<file path="src/rtl/sigma_delta_pkg.sv">
// Shared types and constants for the sigma-delta DAC sample controller.
package sigma_delta_pkg;

  typedef enum logic [1:0] {
    StIdle,
    StRun,
    StRampDown
  } dac_state_e;

  // Offset-binary zero code: 2^(bitlen-1); valid for bitlen in 1..32.
  function automatic logic [31:0] midscale(int unsigned bitlen);
    return 32'h1 << (bitlen - 1);
  endfunction

endpackage

</file>
<file path="src/rtl/sigma_delta_dac_ctrl_if.sv">
// Valid/ready sample stream feeding the DAC controller.
interface sigma_delta_dac_ctrl_if #(
  parameter int unsigned DAC_BITLEN = 16
) ();

  logic                  s_valid;
  logic                  s_ready;
  logic [DAC_BITLEN-1:0] s_data;

  modport master (output s_valid, output s_data, input s_ready);
  modport slave (input s_valid, input s_data, output s_ready);

endinterface

</file>
<file path="src/rtl/sd_sample_fifo.sv">
// Synchronous sample buffer with flush; DEPTH must be a power of two >= 2.
module sd_sample_fifo #(
  parameter int unsigned WIDTH = 16,
  parameter int unsigned DEPTH = 4
) (
  input  logic             clk,
  input  logic             rst,
  input  logic             flush,
  input  logic             push,
  input  logic             pop,
  input  logic [WIDTH-1:0] wdata,
  output logic [WIDTH-1:0] rdata,
  output logic             full,
  output logic             empty
);

  localparam int unsigned AW = $clog2(DEPTH);

  logic [WIDTH-1:0] mem_q [DEPTH];
  logic [AW-1:0]    wptr_q, rptr_q;
  logic [AW:0]      count_q;
  logic             do_push, do_pop;

  assign full    = (count_q == (AW + 1)'(DEPTH));
  assign empty   = (count_q == '0);
  assign do_push = push && !full;
  assign do_pop  = pop && !empty;
  assign rdata   = mem_q[rptr_q];

  always_ff @(posedge clk) begin
    if (do_push) begin
      mem_q[wptr_q] <= wdata;
    end
  end

  always_ff @(posedge clk) begin
    if (rst || flush) begin
      wptr_q  <= '0;
      rptr_q  <= '0;
      count_q <= '0;
    end else begin
      if (do_push) wptr_q <= wptr_q + AW'(1);
      if (do_pop)  rptr_q <= rptr_q + AW'(1);
      if (do_push && !do_pop) begin
        count_q <= count_q + (AW + 1)'(1);
      end else if (do_pop && !do_push) begin
        count_q <= count_q - (AW + 1)'(1);
      end
    end
  end

endmodule

</file>
<file path="src/rtl/sigma_delta_dac_ctrl.sv">
// Paces buffered samples to the modulator once per osr+1 clocks; on disable, ramps to midscale.
module sigma_delta_dac_ctrl
  import sigma_delta_pkg::*;
#(
  parameter int unsigned DAC_BITLEN = 16,
  parameter int unsigned OSR_WIDTH  = 10,
  parameter int unsigned FIFO_DEPTH = 4,
  parameter int unsigned RAMP_STEP  = 64
) (
  input  logic                  clk,
  input  logic                  rst,
  input  logic                  enable,
  input  logic [OSR_WIDTH-1:0]  osr,
  sigma_delta_dac_ctrl_if.slave smp,
  output logic [DAC_BITLEN-1:0] dac_input,
  output logic                  underflow,
  output logic                  busy
);

  localparam int unsigned          EXT_W    = DAC_BITLEN + 1;
  localparam logic [DAC_BITLEN-1:0] MIDSCALE = DAC_BITLEN'(midscale(DAC_BITLEN));
  localparam logic [DAC_BITLEN:0]   MID_EXT  = {1'b0, MIDSCALE};
  localparam logic [DAC_BITLEN:0]   STEP_EXT = EXT_W'(RAMP_STEP);

  dac_state_e            state_q;
  logic [OSR_WIDTH-1:0]  cnt_q, period_q;
  logic [DAC_BITLEN-1:0] dac_q, ramp_next, fifo_head;
  logic [DAC_BITLEN:0]   dac_ext;
  logic                  tick, push, pop, flush, fifo_full, fifo_empty;

  // period_q holds the osr in force for the running period, so a new osr waits for the wrap.
  assign tick      = (state_q != StIdle) && (cnt_q == period_q);
  assign pop       = tick && (state_q == StRun) && !fifo_empty;
  assign push      = smp.s_valid && smp.s_ready;
  assign flush     = (state_q == StRampDown) && !enable && tick && (dac_q == MIDSCALE);
  assign smp.s_ready = !rst && !fifo_full && (state_q != StRampDown);
  assign underflow = !rst && tick && (state_q == StRun) && fifo_empty;
  assign busy      = (state_q != StIdle);
  assign dac_input = dac_q;

  // Step toward midscale with one spare bit so the compare and add never wrap.
  always_comb begin
    dac_ext   = {1'b0, dac_q};
    ramp_next = MIDSCALE;
    if (dac_ext > MID_EXT) begin
      if (dac_ext - MID_EXT > STEP_EXT) ramp_next = DAC_BITLEN'(dac_ext - STEP_EXT);
    end else if (MID_EXT - dac_ext > STEP_EXT) begin
      ramp_next = DAC_BITLEN'(dac_ext + STEP_EXT);
    end
  end

  always_ff @(posedge clk) begin
    if (rst) begin
      state_q  <= StIdle;
      cnt_q    <= '0;
      period_q <= '0;
      dac_q    <= MIDSCALE;
    end else begin
      if (state_q == StIdle) begin
        cnt_q    <= '0;
        period_q <= osr;
      end else if (tick) begin
        cnt_q    <= '0;
        period_q <= osr;
      end else begin
        cnt_q <= cnt_q + OSR_WIDTH'(1);
      end

      unique case (state_q)
        StIdle: begin
          dac_q <= MIDSCALE;
          if (enable) state_q <= StRun;
        end
        StRun: begin
          if (pop) dac_q <= fifo_head;
          if (!enable) state_q <= StRampDown;
        end
        StRampDown: begin
          if (tick) dac_q <= ramp_next;
          if (enable) begin
            state_q <= StRun;
          end else if (flush) begin
            state_q <= StIdle;
          end
        end
        default: state_q <= StIdle;
      endcase
    end
  end

  sd_sample_fifo #(
    .WIDTH (DAC_BITLEN),
    .DEPTH (FIFO_DEPTH)
  ) u_fifo (
    .clk   (clk),
    .rst   (rst),
    .flush (flush),
    .push  (push),
    .pop   (pop),
    .wdata (smp.s_data),
    .rdata (fifo_head),
    .full  (fifo_full),
    .empty (fifo_empty)
  );

endmodule

</file>
<file path="src/flat_wrapper.sv">
// flat-port wrapper written by rule: the top's interface ports become plain ports
module sigma_delta_dac_ctrl_flat import sigma_delta_pkg::*;
#(
  parameter int unsigned DAC_BITLEN = 16,
  parameter int unsigned OSR_WIDTH  = 10,
  parameter int unsigned FIFO_DEPTH = 4,
  parameter int unsigned RAMP_STEP  = 64
)
  (clk, rst, enable, osr, dac_input, underflow, busy, smp_s_valid, smp_s_data, smp_s_ready);
  sigma_delta_dac_ctrl_if #(.DAC_BITLEN(DAC_BITLEN)) smp_i ();
  input  logic clk;
  input  logic rst;
  input  logic enable;
  input  logic [OSR_WIDTH-1:0] osr;
  output logic [DAC_BITLEN-1:0] dac_input;
  output logic underflow;
  output logic busy;
  input wire logic [$bits(smp_i.s_valid)-1:0] smp_s_valid;
  input wire logic [$bits(smp_i.s_data)-1:0] smp_s_data;
  output wire logic [$bits(smp_i.s_ready)-1:0] smp_s_ready;
  assign smp_i.s_valid = smp_s_valid;
  assign smp_i.s_data = smp_s_data;
  assign smp_s_ready = smp_i.s_ready;
  sigma_delta_dac_ctrl #(.DAC_BITLEN(DAC_BITLEN), .OSR_WIDTH(OSR_WIDTH), .FIFO_DEPTH(FIFO_DEPTH), .RAMP_STEP(RAMP_STEP)) u_core (.clk(clk), .rst(rst), .enable(enable), .osr(osr), .smp(smp_i), .dac_input(dac_input), .underflow(underflow), .busy(busy));
endmodule
</file>
<file path="config.mk">
export PLATFORM = sky130hd
export DESIGN_NAME = sigma_delta_dac_ctrl_flat
export DESIGN_NICKNAME = d
export VERILOG_FILES = /design/src/rtl/sigma_delta_pkg.sv /design/src/rtl/sigma_delta_dac_ctrl_if.sv /design/src/rtl/sd_sample_fifo.sv /design/src/rtl/sigma_delta_dac_ctrl.sv /design/src/flat_wrapper.sv
export SDC_FILE = /design/constraint.sdc
export NUM_CORES = 1
export LEC_CHECK = 0
export ABC_AREA = 1
export CELL_PAD_IN_SITES_DETAIL_PLACEMENT = 0
export CELL_PAD_IN_SITES_GLOBAL_PLACEMENT = 2
export CORE_MARGIN = 2
export CORE_UTILIZATION = 35
export CTS_CLUSTER_DIAMETER = 30
export CTS_CLUSTER_SIZE = 10
export DETAILED_ROUTE_END_ITERATION = 8
export MAX_ROUTING_LAYER = met4
export PLACE_DENSITY_LB_ADDON = 0.1
export REMOVE_ABC_BUFFERS = 1
export SLEW_MARGIN = 20
export SYNTH_ARGS = -nofsm -noshare
export SYNTH_HDL_FRONTEND = slang
export SYNTH_SLANG_ARGS = --single-unit
</file>
<file path="constraint.sdc">
create_clock -name clk -period 2.9 [get_ports clk]
set_clock_uncertainty 0.1 [all_clocks]
set_input_delay 0.725 -clock clk [delete_from_list [all_inputs] [get_ports clk]]
set_output_delay 0.725 -clock clk [all_outputs]
set_load 0.01 [all_outputs]
</file>
After elaboration in Yosys (flattened, before gate mapping)
Memory sizes are Yosys's and may differ from the RTL's. A register that Yosys moved wholly into a read port is not among the register bits.
Index checks and enable logic that the tools add are counted.
{ "totals": {"elab_cells": 82, "mem_bits_rw": 64, "mem_bits_ro": 0, "in_bits": 30, "latch_bits": 0, "memories": 1, "regBits": 45, "out_inout_bits": 19} }
{ "op_classes": {"eq_ne": 11, "n_reduce_logical": 32, "add_sub_neg": 9, "multipliers": 0, "div_mod_pow": 0, "shifts": 0, "bitwise_logic": 0, "order_cmp": 3, "n_mux": 19} }
{ "mem_list": {"columns": ["memory", "words", "width", "rd", "rd_ports_with_merged_regs", "write_ports", "line", "text"], "rows": [
  ["u_core.u_fifo.mem_q", 4, 16, 1, 1, 1, "sd_sample_fifo.sv:19", "logic [WIDTH-1:0] mem_q [DEPTH];"]
]} }
{ "ops": {"columns": ["op", "n"], "rows": [
  ["2-to-1 mux 16 bit", 5],
  ["one-hot mux 16 bit (3 select lines)", 1],
  ["greater-than comparator 17 x 7 -> 1 bit (second input constant)", 2],
  ["2-to-1 mux 10 bit", 2],
  ["subtractor 16 x 16 -> 17 bit (first input constant)", 1],
  ["subtractor 16 x 16 -> 17 bit (second input constant)", 1],
  ["adder 16 x 7 -> 16 bit (second input constant)", 1],
  ["equality test 16 bit (second input constant)", 1],
  ["greater-than comparator 16 bit (second input constant)", 1],
  ["logical AND 1 bit", 16],
  ["subtractor 16 x 7 -> 16 bit (second input constant)", 1],
  ["2-to-1 mux 2 bit", 6],
  ["adder 10 x 1 -> 10 bit (second input constant)", 1],
  ["equality test 10 bit", 1],
  ["inequality test 2 bit (second input constant)", 4],
  ["zero test 1 bit", 6],
  ["2-to-1 mux 3 bit", 2],
  ["one-hot mux 2 bit (3 select lines)", 1],
  ["AND reduction 3 bit", 2],
  ["nonzero test 2 bit", 3],
  ["adder 2 x 1 -> 2 bit (second input constant)", 2],
  ["adder 3 x 1 -> 3 bit (second input constant)", 1],
  ["equality test 3 bit (second input constant)", 1],
  ["zero test 3 bit", 1],
  ["10 further kinds", 11]
]} }

Longest topological paths before layout
{ "depth": {"depth_word": 10, "depth_mapped": 17, "ltp_nobuf": 17} }

Cells and area by module
Synthesis repeated with hierarchy kept, for this count alone.
{ "hier_totals": {"hier_cells": 679, "area_unflattened_um2": 5730.5} }
{ "modules_own_cells": {"columns": ["module", "area_per_inst_um2", "seq_area_each_um2", "cells_per_inst", "n_inst"], "rows": [
  ["sigma_delta_dac_ctrl", 2881.5, 760.7, 454, 1],
  ["sd_sample_fifo", 2849.0, 2102.0, 225, 1]
]} }

Worst setup path before layout
Ideal clock, no wire load.
{ "synth_path": {"path_kind": "input port to flip-flop", "from": "input port rst", "to": "register u_core.u_fifo.count_q[2]", "t_arrival_ps": 2693, "cell_stages": 11, "path_slack_ps": -25, "n_path_buf": 1, "setup_ps": 132, "t_required_ps": 2668, "cell_sequence": "clkbuf_1 > a311oi_1 > nand2_1 > inv_1 > ha_1 > inv_1 > fa_1 > a21oi_1 > o21ai_0 > xor2_1 > nor2_1"} }
{ "synth_via": {"elab_chain_cells": 8, "elab_cells_between_ends": 11, "classes_between": "mux: 1; reduce/logical: 10"} }
{ "synth_rtl": {"columns": ["element", "line", "text"], "rows": [
  ["from (decl)", "flat_wrapper.sv:12", "input logic rst;"],
  ["zero test 1 bit *", "sigma_delta_dac_ctrl.sv:36", "assign smp.s_ready = !rst && !fifo_full && (state_q != StRampDown);"],
  ["logical AND 1 bit * (2 in series)", "sigma_delta_dac_ctrl.sv:36", null],
  ["net smp_s_ready", "flat_wrapper.sv:20", "output wire logic [$bits(smp_i.s_ready)-1:0] smp_s_ready;"],
  ["logical AND 1 bit *", "sigma_delta_dac_ctrl.sv:34", "assign push = smp.s_valid && smp.s_ready;"],
  ["logical AND 1 bit *", "sd_sample_fifo.sv:26", "assign do_push = push && !full;"],
  ["net u_core.u_fifo.do_push", "sd_sample_fifo.sv:22", "logic do_push, do_pop;"],
  ["zero test 1 bit", "sd_sample_fifo.sv:46", "end else if (do_pop && !do_push) begin"],
  ["logical AND 1 bit", "sd_sample_fifo.sv:46", null],
  ["nonzero test 2 bit (no source line)", null, null],
  ["to (signal assigned)", "sd_sample_fifo.sv:45", "count_q <= count_q + (AW + 1)'(1);"],
  ["to (signal assigned)", "sd_sample_fifo.sv:47", "count_q <= count_q - (AW + 1)'(1);"],
  ["to (decl)", "sd_sample_fifo.sv:21", "logic [AW:0] count_q;"]
]} }
Mark *: on every way through the listed nets, which the timed path passes. The rest lies on a longest branch.
A chain may end at the register's enable or synchronous reset.

Worst setup path in the final report
{ "layout_path": {"from": "register u_core.cnt_q[8]", "to": "output port underflow"} }
{ "layout_via": {"elab_chain_cells": 5} }
{ "layout_rtl": {"columns": ["element", "line", "text"], "rows": [
  ["from (decl)", "sigma_delta_dac_ctrl.sv:26", "logic [OSR_WIDTH-1:0] cnt_q, period_q;"],
  ["from (signal assigned)", "sigma_delta_dac_ctrl.sv:66", "cnt_q <= cnt_q + OSR_WIDTH'(1);"],
  ["equality test 10 bit", "sigma_delta_dac_ctrl.sv:32", "assign tick = (state_q != StIdle) && (cnt_q == period_q);"],
  ["logical AND 1 bit", "sigma_delta_dac_ctrl.sv:32", null],
  ["logical AND 1 bit (3 in series)", "sigma_delta_dac_ctrl.sv:37", "assign underflow = !rst && tick && (state_q == StRun) && fifo_empty;"],
  ["to (decl)", "flat_wrapper.sv:16", "output logic underflow;"]
]} }
No other way between the ends.

==> impl_metrics.tcl <==
set metrics [dict create \
    status "finished clean" \
    cp_max_fo 4 \
    finalCritPeriodShare_pct 94.2 \
    start_util_pct 35.5 \
    die_w_um 130 \
    fp.dieArea_um2 17000 \
    grt_max_degree 33 \
    worstRegToRegCells 9 \
    clkTransAtPathRegs_ns 0.08 \
    clk_latency_ns 0.35 \
    numCtsBuffers 9 \
    crit_path_frequent_cell "nand2_1" \
    drive_above_1_share_pct 11.0 \
    cts.sinks 111 \
    syn2layout_area_growth_pct 20.8 \
    core-area_um2 15800 \
    n_antenna_cell 0 \
    drtPass1Iterations 4 \
    seqPwrFrac_pct 34.5 \
    cts.path.max_buffers 2 \
    hold_viol_final 0 \
    holdPathStages 2 \
    internal-power_mw 3.44 \
    fin_ws_ns 0.169 \
    synth_area_leaders "edfxtp_1 (34%), dfxtp_1 (17%), nand2_1 (11%)" \
    crit_start "u_core.cnt_q[8]$_SDFF_PP0_" \
    wirelength_um 13600 \
    hpwl_um 9920 \
    required_ns 2.08 \
    top_layer "met4" \
    drv_cap 0 \
    yosysWarnings 0 \
    setup_viol 0 \
    rsz0062_at_grt "false" \
    ys_seq_elements 111 \
    io_pins 49 \
    drt-met1-wl_um 6400 \
    yosys.area.top_type "edfxtp_1" \
    synth_top_area_share_pct 34.3 \
    antenna_found_initial 0 \
    r2r-start "u_core.dac_input[6]$_SDFFE_PP0P_" \
    nets 768 \
    cpMaxStageDelayCell "dfxtp_1" \
    criticalPathCategory "register to output pin" \
    grt_pass1_vias 4421 \
    synth_ff_type "edfxtp_1" \
    ant_nets 0 \
    crit_chain "inv_2 > nand2_1 > nand4_1 > nor3_2 > nand2_1 > nor2_4 > nand2_1 > nor3_1 > dlygate4sd2_1" \
    viasPerCell 4.77 \
    synthDistinctLibCells 38 \
    hold_ws_ns 0.372 \
    synthesis.area_um2 5600 \
    vias 4501 \
    yosysSeqAreaShare_pct 51.1 \
    grt_pass1_wl_um 22300 \
    power_density_nw_per_um2 861 \
    min_from "u_core.period_q[7]$_SDFFE_PP0P_" \
    wire_per_inst_um 14.4 \
    cts_tree "done" \
    worstMarginPinSlew_ns 0.655 \
    synthCells 665 \
    worstSetupStartpointType "register" \
    pre_cts_slack_ns -0.0796 \
    min_path_type "register to register" \
    crit_arrival_ns 1.91 \
    synth-edff-count 64 \
    grt_overflow 0 \
    synthArstFlopShare_pct 0 \
    pwr-share-clk_pct 22.0 \
    drc 0 \
    post-route-min-period_ns 2.73 \
    rows 46 \
    finalSetupTns_ns 0 \
    crit_path_max_incr_delay_ns 0.39 \
    gp_congestion 0.804 \
    wl_met2_um 6580 \
    wl_met3_um 428 \
    p_comb_share_pct 43.6 \
    h-tree-depth 3 \
    max_freq_mhz 366 \
    slew_headroom_pct 56.0 \
    leakage_nw 2.72 \
    first_iter_violations 193 \
    cp-end-kind "output pin" \
    ys_top_cells_by_count "nand2_1 (167), nor2_1 (103), edfxtp_1 (64)" \
    peakVddDrop_mv 0.364 \
    synth_most_common_cell "nand2_1" \
    switching_power_mw 2.39 \
    grt.total_usage_pct 17.5 \
    port_buffers 48 \
    netSwitchingFraction_pct 41.0 \
    synth.avg_cell_area_um2 8.42 \
    cts-root-buf "clkbuf_16" \
    report.final.slew_viol_count 0 \
    die_y_um 130 \
]
cells in the final DEF, fill, tap and decap left out, types with 2 or more instances in the layout:
master and instances:
nand2_1 167, nor2_1 103, edfxtp_1 64, inv_1 56
dfxtp_1 46, clkdlybuf4s50_1 46, o21ai_0 38, nand3_1 28
a21oi_1 25, buf_4 17, o32ai_1 15, xor2_1 14
ha_1 14, inv_2 11, nor2_4 9, clkbuf_16 9
nand2_2 8, nand4_1 7, nor3_1 5, nor3b_1 5
nor2_2 4, xnor2_1 3, or2_2 3, o21ai_1 3
buf_12 3, nand3_2 2, inv_8 2
routing by layer:
layer  vias to the layer above  global-route usage (%)
met5                         -                       -
met4                         0                    4.51
met3                        12                    2.36
met2                        71                    29.5
met1                      2117                    22.4
li1                       2301                       -
sequential cells by signal (all words and copies together), names as in the netlist, named ones only:
name	cells
u_core.u_fifo.mem_q	64
u_core.dac_input	16
u_core.cnt_q	10
u_core.period_q	10
u_core.u_fifo.count_q	3
u_core.state_q	2
u_core.u_fifo.rptr_q	2
u_core.u_fifo.wptr_q	2
final cells by class:
| type | instances | area (µm²) |
|---|---|---|
| clock buffer | 10 | 229 |
| timing repair buffer | 68 | 669 |
| sequential | 111 | 2860 |
| inverter | 69 | 262 |
| multi-input combinational | 464 | 2390 |
| fill | 1649 | 9010 |
| tap | 216 | 270 |
| clock inverter | 6 | 75.1 |
kinds of logic after synthesis:
group | count (synthesis) | share of synthesized area, %
AOI/OAI and AO/OA | 86 | 8.96
and+or+nand+nor | 346 | 27.4
DFF | 111 | 51.1
adders and majority gates | 15 | 3.49
xor gates and xnor gates | 17 | 2.66
buffers and inverters | 90 | 6.41
path summary, 6_finish.rpt:
check                                                            end  slack, ns
worst min-delay path                 u_core.period_q[7]$_SDFFE_PP0P_       0.37
worst min register to register       u_core.period_q[7]$_SDFFE_PP0P_       0.37
worst max-delay path                                       underflow       0.17
worst max register to register  u_core.u_fifo.rptr_q[1]$_SDFFE_PP0P_       0.34
worst max-delay path: cells and delay by family (launching register included):
| kind | cells | cell delay, ns |
|---|---|---|
| AND/OR/NAND/NOR | 7 | 0.82 |
| flip-flops | 1 | 0.39 |
| buffers and inverters | 2 | 0.35 |
stage by stage:
| step | std cells | area [µm²] | util, % | total power [mW] |
|---|---|---|---|---|
| 2_1_floorplan | 644 | 5500 | - | 3.76 |
| 3_3_place_gp | 928 | 6440 | 40.8 | 4.58 |
| 3_5_place_dp | 928 | 6440 | 40.8 | 4.60 |
| 4_1_cts | 944 | 6750 | 42.8 | 5.89 |
| 5_1_grt | 944 | 6760 | 42.9 | 6.29 |
| 6_report | 944 | 6760 | 42.9 | 5.82 |
what timing repair did:
action | 4_1_cts | 5_1_grt
setup endpoints to repair | 2 | 2
pin swaps | 0 | 0
gates resized for setup | 2 | 4
hold buffers | 0 | 0
buffers inserted | 0 | 0
power by group through the flow:
stage	combinational [mW]	sequential, mW	clock, mW
after detailed placement	2.55	2.05	0
after floorplan	1.73	2.03	0
after global routing	2.88	2.04	1.37
after CTS	2.57	2.01	1.31
after global placement	2.54	2.04	0
final	2.54	2.01	1.28
No activity file was read; power rests on OpenSTA's default activity.
==> RTL change: new RTL, config.mk and constraints unchanged <==
`DAC_BITLEN` is set to 16 in 3 places; all go to 8.
--- a/src/rtl/sigma_delta_dac_ctrl_if.sv
+++ b/src/rtl/sigma_delta_dac_ctrl_if.sv
@@ -1,6 +1,6 @@
 // Valid/ready sample stream feeding the DAC controller.
 interface sigma_delta_dac_ctrl_if #(
-  parameter int unsigned DAC_BITLEN = 16
+  parameter int unsigned DAC_BITLEN = 8
 ) ();
 
   logic                  s_valid;
--- a/src/rtl/sigma_delta_dac_ctrl.sv
+++ b/src/rtl/sigma_delta_dac_ctrl.sv
@@ -2,7 +2,7 @@
 module sigma_delta_dac_ctrl
   import sigma_delta_pkg::*;
 #(
-  parameter int unsigned DAC_BITLEN = 16,
+  parameter int unsigned DAC_BITLEN = 8,
   parameter int unsigned OSR_WIDTH  = 10,
   parameter int unsigned FIFO_DEPTH = 4,
   parameter int unsigned RAMP_STEP  = 64
--- a/src/flat_wrapper.sv
+++ b/src/flat_wrapper.sv
@@ -1,7 +1,7 @@
 // flat-port wrapper written by rule: the top's interface ports become plain ports
 module sigma_delta_dac_ctrl_flat import sigma_delta_pkg::*;
 #(
-  parameter int unsigned DAC_BITLEN = 16,
+  parameter int unsigned DAC_BITLEN = 8,
   parameter int unsigned OSR_WIDTH  = 10,
   parameter int unsigned FIFO_DEPTH = 4,
   parameter int unsigned RAMP_STEP  = 64
Interface: changed (resized dac_input and smp_s_data); port bits go from 49 to 33. No check against the original RTL was run, so the function may have changed too.
==> RTL change against the unedited design <==
Power down 39%. Worst setup slack worse by 0.050 ns. Sequential cell count down 40. Area after synthesis down 39%. Highest routed layer unchanged. Sequential share of layout area down 0.54 points. Utilization up 1.8 points. Largest power group is now registers. Critical endpoint is now smp_s_ready. Combinational power down 48%. Routed wire length down 49%. Synthesized cell count down 41%. Global-route usage down 2.5 points. Cell area down 38%.
==> RTL change: results (changes against the unedited design) <==
The xor and xnor fraction of the mapped netlist area is 2.57% (-0.085 points). The layout cell share with drive strength beyond 1 is 10.8% (-0.23 points). The leakage power of the design came out at 1.72 nW (-37%).

The register-to-register path setup slack came out at 0.49 ns (+0.15 ns). The clock edge transition at the registers on the reported setup and hold paths is 0.08 ns (about the same). The via count of the first global-routing pass is 2,397 (-46%). The count of mapped cells out of synthesis came out at 394 (-41%). The part of the cycle the worst path needs is 95.9% (+1.7 points). The number of distinct standard cells referenced by the synthesized netlist is 34 (-11%). The placed wire-length estimate came out at 5040 um (-49%). The final hold slack was 0.373 ns (+0.000990 ns). For this run, the leading register cell type out of synthesis is sky130_fd_sc_hd__dfxtp_1. The sequential element share of the synthesized area came out at 51.2% (+0.067 points). The post-layout net count came to 480 (-38%). The slowest stage cell on the critical path is sky130_fd_sc_hd__clkdlybuf4s50_1. The fraction of synthesized area in multiplexers is 0.294% (+0.29 points). The number of gates given a new drive strength after cts came out at 2 (unchanged).

The proportion of register bits with asynchronous set or reset after synthesis is 0% (unchanged). The final weighted congestion in routability-driven placement is 0.745 (-7.4%). The number of flops mapped to enable cells by yosys came out at 32 (-50%). The tree is rooted in a sky130_fd_sc_hd__clkbuf_8. The data arrival time at the worst-slack endpoint is 1.96 ns (+0.05 ns).

The first-pass detailed-route iteration total is 4 (unchanged). The tightest min-delay check is of the reg -> reg type. The all-layer global routing usage was 15.0% (-2.5 points). Ranked by instance count, the synthesized netlist is headed by 74 x sky130_fd_sc_hd__nand2_1, 62 x sky130_fd_sc_hd__nor2_1, 49 x sky130_fd_sc_hd__inv_1, 39 x sky130_fd_sc_hd__dfxtp_1, 32 x sky130_fd_sc_hd__edfxtp_1. By area the synthesized netlist is led by sky130_fd_sc_hd__edfxtp_1 28%, sky130_fd_sc_hd__dfxtp_1 23%, sky130_fd_sc_hd__nand2_1 8.2%.

The cell count after placement came out at 559 (-40%). The maximum VDD drop is 0.277 mV (-24%). The maximum number of pins on one net before global-route repair came out at 19 (-42%). The number of buffer cells added on primary ports was 32 (-33%). The number of design-rule violations left by the first detailed-router iteration came out at 118 (-39%).

The average wire per standard cell is 12.1 um (-16%). The global-route wire length before repair came to 11,600 um (-48%). The minimum setup slack after placement is 0.0152 ns (+0.0948 ns). The count of vias placed by the detailed router came out at 2,528 (-44%). The worst-path maximum fanout came out at 3 (-1). The clock insertion delay at the later pin of the skew report was 0.35 ns (about the same). The final wirelength came out at 6950 um (-49%). The headroom to the max-slew limit came out at 69.7% (+14 points). The number of flip-flops under the largest register name came out at 32 (-50%). The post-synthesis compound-gate area fraction is 9.56% (+0.60 points).

The run finished with clean final reports. The number of H-tree levels is 3 (unchanged). The number of clock buffers inserted by TritonCTS is 9 (unchanged).

The stage delay of the slowest cell on the critical path came out at 0.57 ns (+0.18 ns). The instance area after placement is 3940 um^2 (-39%). The adder-cell share of the synthesized area is 6.47% (+3.0 points).
RTL change: changes by cell type in the layout (fill, tap and decap cells not counted), moves of 11 or more:
cell / before / now
sky130_fd_sc_hd__a21oi_1: 25 / 14
sky130_fd_sc_hd__nand3_1: 28 / 15
sky130_fd_sc_hd__o32ai_1: 15 / 0
sky130_fd_sc_hd__nor2_1: 103 / 62
sky130_fd_sc_hd__nand2_1: 167 / 74
sky130_fd_sc_hd__o21ai_0: 38 / 27
sky130_fd_sc_hd__edfxtp_1: 64 / 32
sky130_fd_sc_hd__clkdlybuf4s50_1: 46 / 31
RTL change: cell type report:
cell class / instances / area, um^2
Timing Repair Buffer: 43 / 402
Tap cell: 129 / 161
Clock inverter: 7 / 101
Fill cell: 935 / 5160
Sequential cell: 71 / 1740
Clock buffer: 9 / 124
Inverter: 55 / 206
Multi-Input combinational cell: 261 / 1430
RTL change: report_power, final:
part / switching (mW) / total [mW] / internal (mW)
combinational: 0.785 / 1.33 / 0.548
clock: 0.403 / 0.896 / 0.493
sequential: 0.124 / 1.33 / 1.21
total: 1.31 / 3.56 / 2.25
RTL change: path summary, 6_finish.rpt:
check | from | to | depth (start not counted)
max | rst | smp_s_ready | 3
min reg2reg | u_core.period_q[8] | u_core.period_q[8] | 2
max reg2reg | u_core.state_q[0] | u_core.u_fifo.count_q[2] | 12
min | u_core.period_q[8] | u_core.period_q[8] | 2
RTL change: layer usage:
layer	track usage, %	vias to the layer above	wire (um)
met5	-	-	0
met4	5.23	0	80
met3	3.46	7	271
met2	21.3	34	2880
met1	21.1	1114	3720
li1	-	1373	-
RTL change: critical path: cells and delay by family:
family,cells,cell delay [ns]
buffers and inverters,2,1.03
AOI/OAI and AO/OA,1,0.20
